File: config.mk
export PLATFORM = sky130hd
export DESIGN_NAME = uart_frame_tx
export DESIGN_NICKNAME = d
export VERILOG_FILES = /design/src/rtl/uart_pkg.sv /design/src/rtl/uart_frame_tx_timer.sv /design/src/rtl/uart_frame_tx.sv
export SDC_FILE = /design/constraint.sdc
export NUM_CORES = 1
export LEC_CHECK = 0
export CORE_MARGIN = 2
export CORE_UTILIZATION = 45
export DETAILED_ROUTE_END_ITERATION = 10
export GPL_ROUTABILITY_DRIVEN = 0
export GPL_TIMING_DRIVEN = 0
export PLACE_DENSITY = 0.64
export SETUP_SLACK_MARGIN = 0.05
export SLEW_MARGIN = 10
export SYNTH_ARGS = -nofsm -noshare
export SYNTH_HDL_FRONTEND = slang
export SYNTH_HIERARCHICAL = 1
export SYNTH_SLANG_ARGS = --single-unit
File: constraint.sdc
create_clock -name clk -period 5.6 [get_ports clk]
set_clock_uncertainty 0.1 [all_clocks]
set_input_delay 1.12 -clock clk [delete_from_list [all_inputs] [get_ports clk]]
set_output_delay 1.12 -clock clk [all_outputs]
set_load 0.02 [all_outputs]
File: src/rtl/uart_pkg.sv
// Shared definitions for the serial transmit path: frame FSM states,
// the idle line level and a constant-width helper.
package uart_pkg;

   typedef enum logic [2:0] {
      IDLE,
      START_BIT,
      DATA_BITS,
      PARITY_BIT,
      STOP_BIT
   } tx_state_e;

   localparam logic UART_IDLE_LEVEL = 1'b1;

   // Smallest n with 2**n >= value; 0 for value <= 1.
   function automatic int CeilLog2(input int value);
      int result;
      result = 0;
      for (int i = 0; i < 31; i++) begin
         if ((1 << i) < value) result = i + 1;
      end
      return result;
   endfunction

endpackage

File: src/rtl/uart_frame_tx_timer.sv
// Bit-period timer: counts enabled cycles and raises flag on the last
// count of each period, then wraps to zero.
module bit_period_timer
   import uart_pkg::*;
#(
   parameter int MAXIMUM_VALUE = 8
) (
   input  logic clk,
   input  logic rst,
   input  logic enable,
   input  logic sync_clear,
   output logic flag
);

   localparam int CW = (CeilLog2(MAXIMUM_VALUE) < 1) ? 1 : CeilLog2(MAXIMUM_VALUE);
   localparam logic [CW-1:0] LAST_COUNT = CW'(MAXIMUM_VALUE - 1);

   logic [CW-1:0] count_q, count_d;

   assign flag = (count_q == LAST_COUNT);

   always_comb begin
      count_d = count_q;
      if (sync_clear) begin
         count_d = '0;
      end else if (enable) begin
         count_d = flag ? '0 : count_q + CW'(1);
      end
   end

   always_ff @(posedge clk or negedge rst) begin
      if (!rst) begin
         count_q <= '0;
      end else begin
         count_q <= count_d;
      end
   end

endmodule

File: src/rtl/uart_frame_tx.sv
// Asynchronous serial frame transmitter: start bit, LSB-first payload,
// optional parity bit and one or two stop bits, with a ready/start handshake.
module uart_frame_tx
   import uart_pkg::*;
#(
   parameter int DATA_WIDTH   = 8,
   parameter int CLKS_PER_BIT = 8,
   parameter int PARITY_EN    = 0,
   parameter int PARITY_ODD   = 0,
   parameter int STOP_BITS    = 1
) (
   input  logic                  clk,
   input  logic                  rst,
   input  logic                  start,
   input  logic [DATA_WIDTH-1:0] data_in,
   output logic                  ready,
   output logic                  tx,
   output logic                  done
);

   localparam int IW = (CeilLog2(DATA_WIDTH) < 1) ? 1 : CeilLog2(DATA_WIDTH);
   localparam logic [IW-1:0] LAST_IDX  = IW'(DATA_WIDTH - 1);
   localparam logic          LAST_STOP = (STOP_BITS > 1);
   localparam logic          ODD_BIT   = (PARITY_ODD != 0);

   tx_state_e             state_q, state_d;
   logic [DATA_WIDTH-1:0] shift_q, shift_d;
   logic [IW-1:0]         bit_idx_q, bit_idx_d;
   logic                  stop_q, stop_d;
   logic                  parity_q, parity_d;
   logic                  tx_q, tx_d;
   logic                  done_q, done_d;
   logic                  accept;
   logic                  bit_end;
   logic                  timer_clear;
   logic                  timer_enable;

   bit_period_timer #(
      .MAXIMUM_VALUE (CLKS_PER_BIT)
   ) u_bit_timer (
      .clk        (clk),
      .rst        (rst),
      .enable     (timer_enable),
      .sync_clear (timer_clear),
      .flag       (bit_end)
   );

   assign timer_enable = (state_q != IDLE);
   assign ready        = (state_q == IDLE);
   assign tx           = tx_q;
   assign done         = done_q;

   always_comb begin
      state_d   = state_q;
      shift_d   = shift_q;
      bit_idx_d = bit_idx_q;
      stop_d    = stop_q;
      parity_d  = parity_q;
      done_d    = 1'b0;
      accept    = 1'b0;

      case (state_q)
         IDLE: begin
            if (start) begin
               accept    = 1'b1;
               shift_d   = data_in;
               // Parity of the word as latched; later data_in changes cannot reach it.
               parity_d  = (^data_in) ^ ODD_BIT;
               bit_idx_d = '0;
               stop_d    = 1'b0;
               state_d   = START_BIT;
            end
         end
         START_BIT: begin
            if (bit_end) state_d = DATA_BITS;
         end
         DATA_BITS: begin
            if (bit_end) begin
               shift_d = shift_q >> 1;
               if (bit_idx_q == LAST_IDX) begin
                  bit_idx_d = '0;
                  state_d   = (PARITY_EN != 0) ? PARITY_BIT : STOP_BIT;
               end else begin
                  bit_idx_d = bit_idx_q + IW'(1);
               end
            end
         end
         PARITY_BIT: begin
            if (bit_end) state_d = STOP_BIT;
         end
         STOP_BIT: begin
            if (bit_end) begin
               if (stop_q == LAST_STOP) begin
                  stop_d  = 1'b0;
                  done_d  = 1'b1;
                  state_d = IDLE;
               end else begin
                  stop_d = stop_q + 1'b1;
               end
            end
         end
         default: state_d = IDLE;
      endcase

      timer_clear = accept || (state_d != state_q);

      // tx is registered, so it is derived from the upcoming state/shift value.
      case (state_d)
         START_BIT:  tx_d = 1'b0;
         DATA_BITS:  tx_d = shift_d[0];
         PARITY_BIT: tx_d = parity_d;
         default:    tx_d = UART_IDLE_LEVEL;
      endcase
   end

   always_ff @(posedge clk or negedge rst) begin
      if (!rst) begin
         state_q   <= IDLE;
         shift_q   <= '0;
         bit_idx_q <= '0;
         stop_q    <= 1'b0;
         parity_q  <= 1'b0;
         tx_q      <= UART_IDLE_LEVEL;
         done_q    <= 1'b0;
      end else begin
         state_q   <= state_d;
         shift_q   <= shift_d;
         bit_idx_q <= bit_idx_d;
         stop_q    <= stop_d;
         parity_q  <= parity_d;
         tx_q      <= tx_d;
         done_q    <= done_d;
      end
   end

endmodule
======== Word level (Yosys, flattened, before mapping) ========
Index checks and enable logic that the tools add are counted.
storage, ports and cells
  register bits after elaboration ......... 21
  bits of input ports ..................... 11
  output and inout bits ................... 3
  logic and storage cells ................. 64
operators by class
  add/sub/neg operators ................... 3
  equality and inequality tests ........... 13
  multiplexer cells ....................... 30
  reduce and logical (&&, ||, !) cells .... 9
operators by type and width
  operator                                                               count
  3-bit 2-to-1 mux                                                       13
  8-bit 2-to-1 mux                                                       2
  8-bit one-hot mux with 2 select lines                                  1
  3-bit one-hot mux with 5 select lines                                  1
  3-bit by 2-bit equality test with 1-bit output, second input constant  4
  1-bit 2-to-1 mux                                                       10
  3-bit equality test, second input constant                             3
  8-bit XOR reduction                                                    1
  3-bit by 1-bit adder with 3-bit output, second input constant          2
  3-bit by 1-bit equality test with 1-bit output, second input constant  2
  3-bit one-hot mux with 2 select lines                                  1
  3-bit AND reduction                                                    2
  2-bit nonzero test                                                     3
  2-bit by 1-bit != test with 1-bit output, second input constant        2
  3-bit zero test                                                        1
  3-bit != test                                                          1
  1-bit one-hot mux with 3 select lines                                  1
  3-bit nonzero test                                                     1
  2-bit != test, second input constant                                   1
  1-bit one-hot mux with 2 select lines                                  1
  1-bit adder, second input constant                                     1
  1-bit logical OR                                                       1

======== Longest topological paths before layout ========
  word-level depth ........................ 7
  gate-level depth with buffers ........... 7
  gate-level depth less buffers ........... 6

======== Hierarchy ========
Netlist, hierarchy kept.
by module, submodules not included
  module            instances  cells each  area each (um^2)  sequential area each (um^2)
  uart_frame_tx     1          89          907.1             426.7
  bit_period_timer  1          12          151.4             75.1

======== Worst setup path after synthesis ========
No wires, ideal clock.
  path type ............................... reg-to-output
  start ................................... register state_q[2]
  end ..................................... output port ready
  arrival ................................. 1192 ps
  required time ........................... 4380 ps
  setup slack ............................. 3188 ps
  stages on the path, launching flop included .. 4
  buffers on the path ..................... 1
  cell sequence ........................... dfrtp_1 > buf_2 > or3_2 > inv_1
on the way
  longest elaborated chain between the ends .. 1
ends and longest elaborated chain
  what                      RTL line              source
  start: declaration        uart_frame_tx.sv:26   tx_state_e state_q, state_d;
  start signal: assignment  uart_frame_tx.sv:126  state_q <= state_d;
  3-bit zero test           uart_frame_tx.sv:49   assign ready = (state_q == IDLE);
  end: declaration          uart_frame_tx.sv:16   output logic ready,
Every way passes these cells.

======== Worst setup path after layout ========
Same ends and word-level chain as after synthesis.

==> report_table.html <==
<table>
<tr><th>Metric</th><th>Value</th></tr>
<tr><th colspan="2">Run status</th></tr>
<tr><td>Run status</td><td>completed</td></tr>
<tr><th colspan="2">Global route</th></tr>
<tr><td>Congestion Overflow GR</td><td>0</td></tr>
<tr><td>Number of antenna violations at the first check in global routing</td><td>0</td></tr>
<tr><td>Overall Global Routing Usage</td><td>0.167</td></tr>
<tr><td>Vias in the first global route</td><td>744</td></tr>
<tr><td>Global-route wire length before repair</td><td>roughly 3.3 mm</td></tr>
<tr><td>Pin count of the biggest net entering global routing</td><td>21</td></tr>
<tr><th colspan="2">STA</th></tr>
<tr><td>Setup violations, final</td><td>0</td></tr>
<tr><td>Worst Tran Pin Value</td><td>885 ps</td></tr>
<tr><td>Max-Slew Margin vs Limit</td><td>0.408</td></tr>
<tr><td>Total count of max-transition violations in the final report</td><td>0</td></tr>
<tr><td>Fraction of the cycle the final worst path needs</td><td>0.586</td></tr>
<tr><td>Unrepaired setup endpoints after global routing</td><td>false</td></tr>
<tr><td>Max frequency</td><td>0.305 GHz</td></tr>
<tr><td>Endpoints failing hold</td><td>0</td></tr>
<tr><td>Final critical-path required period</td><td>about 3300 ps</td></tr>
<tr><td>Setup TNS after final layout</td><td>0 ps</td></tr>
<tr><th colspan="2">Clocking</th></tr>
<tr><td>CTS tree</td><td>yes</td></tr>
<tr><td>Post-cts hold buffer count</td><td>0</td></tr>
<tr><td>Worst-skew pair later-pin latency</td><td>290 ps</td></tr>
<tr><td>TritonCTS buffer count</td><td>3</td></tr>
<tr><td>Clock transition at the registers of the reported paths</td><td>110 ps</td></tr>
<tr><td>Post-CTS Setup Bufs</td><td>0</td></tr>
<tr><td>Clk Tree Root Cell</td><td>sky130_fd_sc_hd__clkbuf_4</td></tr>
<tr><td>Number of H-tree levels</td><td>1</td></tr>
<tr><td>Number of buffers between clock root and the deepest sink</td><td>2</td></tr>
<tr><td>Count of cells resized by post-cts repair</td><td>0</td></tr>
<tr><td>Total number of clock tree sinks</td><td>20</td></tr>
<tr><th colspan="2">Worst setup path</th></tr>
<tr><td>Startpoint class of the critical path</td><td>flip-flop</td></tr>
<tr><td>Buf+Inv Stages, Crit Path</td><td>3</td></tr>
<tr><td>Critical path class</td><td>reg -&gt; out</td></tr>
<tr><td>CP Data Arrival Time</td><td>2060 ps</td></tr>
<tr><td>Crit-path max FO</td><td>10</td></tr>
<tr><td>Critical path data required time</td><td>~4400 ps</td></tr>
<tr><td>Capturing element type of the critical path</td><td>primary output</td></tr>
<tr><td>Family of cells with the greatest summed delay on the critical path</td><td>buffers and inverters</td></tr>
<tr><td>Maximum cell stage delay along the critical path</td><td>around 600 ps</td></tr>
<tr><td>Ordered cell list for the critical path</td><td>buf_2, or3_2, inv_1, clkdlybuf4s50_1</td></tr>
<tr><td>CP max stage cell</td><td>sky130_fd_sc_hd__clkdlybuf4s50_1</td></tr>
<tr><th colspan="2">Logic synthesis</th></tr>
<tr><td>Top cells by area, synth</td><td>sky130_fd_sc_hd__dfrtp_1, sky130_fd_sc_hd__nand2_1, sky130_fd_sc_hd__xnor2_1, sky130_fd_sc_hd__ha_1, sky130_fd_sc_hd__a22oi_1</td></tr>
<tr><td>Commonest cells in the netlist</td><td>sky130_fd_sc_hd__nand2_1, sky130_fd_sc_hd__dfrtp_1, sky130_fd_sc_hd__xnor2_1, sky130_fd_sc_hd__a22oi_1, sky130_fd_sc_hd__nor2_1</td></tr>
<tr><td>Combinational family with the most area after synthesis</td><td>simple AND/OR/NAND/NOR gates</td></tr>
<tr><td>EDFF count, synth</td><td>0</td></tr>
<tr><td>Fraction of synthesis flops using an asynchronous set or reset pin</td><td>1.00</td></tr>
<tr><td>Primary flip-flop cell chosen by synthesis mapping</td><td>sky130_fd_sc_hd__dfrtp_1</td></tr>
<tr><td>Multiplexer fraction of the synthesized cell area</td><td>0.0284</td></tr>
<tr><td>Sequential fraction of the synthesis area</td><td>0.474</td></tr>
<tr><td>YS warnings</td><td>6</td></tr>
<tr><td>Most numerous cell in the Yosys netlist</td><td>sky130_fd_sc_hd__nand2_1</td></tr>
<tr><td>Post-synth top area share</td><td>0.449</td></tr>
<tr><td>Cell area after synthesis</td><td>roughly 1100 sq um</td></tr>
<tr><td>Cell type contributing the most total cell area after synthesis</td><td>sky130_fd_sc_hd__dfrtp_1</td></tr>
<tr><td>Adder-Cell Fraction of Synth Area</td><td>0.0473</td></tr>
<tr><td>Synthesized area per cell</td><td>10.5 sq um</td></tr>
<tr><td>Post-synthesis xor/xnor area fraction</td><td>0.0579</td></tr>
<tr><td>Simple logic cell fraction of the synthesized area</td><td>0.193</td></tr>
<tr><td>Post-synthesis net count</td><td>116</td></tr>
<tr><td>Post-synthesis sequential element count</td><td>20</td></tr>
<tr><td>Synth Area in Compound Gates</td><td>0.155</td></tr>
<tr><td>Number of instances in the synthesized netlist</td><td>between 100 and 150</td></tr>
<tr><td>Post-synthesis cell type count</td><td>31</td></tr>
<tr><th colspan="2">Drt</th></tr>
<tr><td>First-pass iteration count of the detailed router</td><td>4</td></tr>
<tr><td>Post-detailed-route wirelength per cell</td><td>13.3 um</td></tr>
<tr><td>Average vias per placed instance</td><td>~5.2</td></tr>
<tr><td>Number of design-rule violations left by the first detailed-router iteration</td><td>11</td></tr>
<tr><td>Routed wire length</td><td>1.95 mm</td></tr>
<tr><td>Vias after detailed routing</td><td>760</td></tr>
<tr><td>Final ANT Viol Nets</td><td>0</td></tr>
<tr><td>Final routed DRC violation total</td><td>0</td></tr>
<tr><th colspan="2">Floorplanning</th></tr>
<tr><td>Height of the die</td><td>roughly 53 um</td></tr>
<tr><td>Die width</td><td>52.5 um</td></tr>
<tr><td>Die outline area</td><td>roughly 2800 sq um</td></tr>
<tr><td>Row Count</td><td>17</td></tr>
<tr><td>Placeable core region</td><td>2210 sq um</td></tr>
<tr><td>Top Ports</td><td>14</td></tr>
<tr><td>Initial core utilization</td><td>0.479</td></tr>
<tr><th colspan="2">Layout</th></tr>
<tr><td>Post-layout nets</td><td>134</td></tr>
<tr><td>Ratio of cells with drive above 1 in the final layout</td><td>0.136</td></tr>
<tr><td>ANT cells</td><td>0</td></tr>
<tr><td>Synthesis-to-finish area growth</td><td>18.1%</td></tr>
<tr><td>Final cell utilization of the core</td><td>0.565</td></tr>
<tr><th colspan="2">Power and ir drop</th></tr>
<tr><td>Worst IR Drop VDD</td><td>215 uV</td></tr>
<tr><td>Static Leakage</td><td>approximately 0.59 nW</td></tr>
<tr><td>Power Dens Cells</td><td>between 400 and 500 nW/um^2</td></tr>
<tr><td>Post-route total power</td><td>0.000508 W</td></tr>
<tr><th colspan="2">Place</th></tr>
<tr><td>Number of input and output port buffers inserted</td><td>13</td></tr>
<tr><td>Half-perimeter wire length of the detailed placement result</td><td>1.45 mm</td></tr>
<tr><th colspan="2">Min path</th></tr>
<tr><td>Tightest Hold Check Type</td><td>reg -&gt; reg</td></tr>
<tr><th colspan="2">Flow run</th></tr>
<tr><td>Max-capacitance violation count</td><td>0</td></tr>
</table>
final timing paths:
path                                               startpoint                     end  slack, ps  depth (start not counted)
setup / recovery                         state_q[2]$_DFF_PN0_                   ready       2320                          4
hold / removal                         shift_q[3]$_DFFE_PN0P_  shift_q[3]$_DFFE_PN0P_        400                          2
setup reg to reg           u_bit_timer/count_q[0]$_DFFE_PN0P_            tx$_DFF_PN1_       3580                          7
hold reg to reg                        shift_q[3]$_DFFE_PN0P_  shift_q[3]$_DFFE_PN0P_        400                          2
max in group asynchronous                                 rst    state_q[1]$_DFF_PN0_       3640                          1
min in group asynchronous                                 rst  shift_q[1]$_DFFE_PN0P_       1220                          1
cell type report:
cell class,instances,area [sq um]
tap,28,35.0
buffer,5,36.3
multi-input combinational,73,509
sequential,20,502
inverter,3,11.3
clock buffer,4,26.3
timing repair buffer,13,130
fill,212,962
placed cells by master, fill, tap and decap left out, drive strengths merged, types with 2 or more instances in the layout:
cell,count
a21oi,3
a22o,2
a22oi,6
buf,4
clkbuf,5
clkdlybuf4s50,13
dfrtp,19
ha,4
inv,3
mux2i,3
nand2,20
nand2b,2
nor2,7
o21ai,5
o31ai,2
xnor2,7
power breakdown:
part           internal [W]  leakage [nW]  switching (W)
Combinational      0.000101         0.318       0.000111
Clock             0.0000277        0.0150      0.0000425
Sequential         0.000198         0.253      0.0000284
Total              0.000327         0.585       0.000182
metal layers:
metal / share of wire / GRT usage
met2: 0.46 / 0.258
met5: 0 / 0
met4: 0.0098 / 0.0769
met1: 0.50 / 0.228
met3: 0.029 / 0.0257
stage by stage:
step           hold slack [ps]  worst slack, ps  cell area (sq um)  std cells
6_report                   396             2320               1250        146
5_1_grt                    436             2240               1250        146
4_1_cts                    399             2300               1250        146
3_5_place_dp               364             2600               1220        142
3_3_place_gp               362             2620               1220        142
2_1_floorplan              344             3190               1060        101
kinds of logic (layout without fill, tap and decap cells):
group | count (synthesis) | in the layout
AND/OR/NAND/NOR | 36 | 36
AO/OA/AOI/OAI | 23 | 23
flip-flops | 20 | 20
buffers and inverters | 8 | 25
XOR/XNOR | 7 | 7
adder cells (fa/ha/maj) | 4 | 4
multiplexers | 3 | 3
worst reg2reg max path: stages (launching register included):
cell and delay, ps:
sky130_fd_sc_hd__dfrtp_1 420, sky130_fd_sc_hd__ha_1 210, sky130_fd_sc_hd__ha_1 190, sky130_fd_sc_hd__buf_2 170
sky130_fd_sc_hd__and4bb_4 230, sky130_fd_sc_hd__a22o_2 200, sky130_fd_sc_hd__a21o_1 170, sky130_fd_sc_hd__o31a_1 270
flip-flops by register name (all words and copies together), names as in the netlist:
| name | cells |
|---|---|
| state_q | 3 |
| parity_q | 1 |
| u_bit_timer/count_q | 3 |
| shift_q | 8 |
| done | 1 |
| tx | 1 |
| bit_idx_q | 3 |
Note: power is estimated with default switching activity, not from simulation.
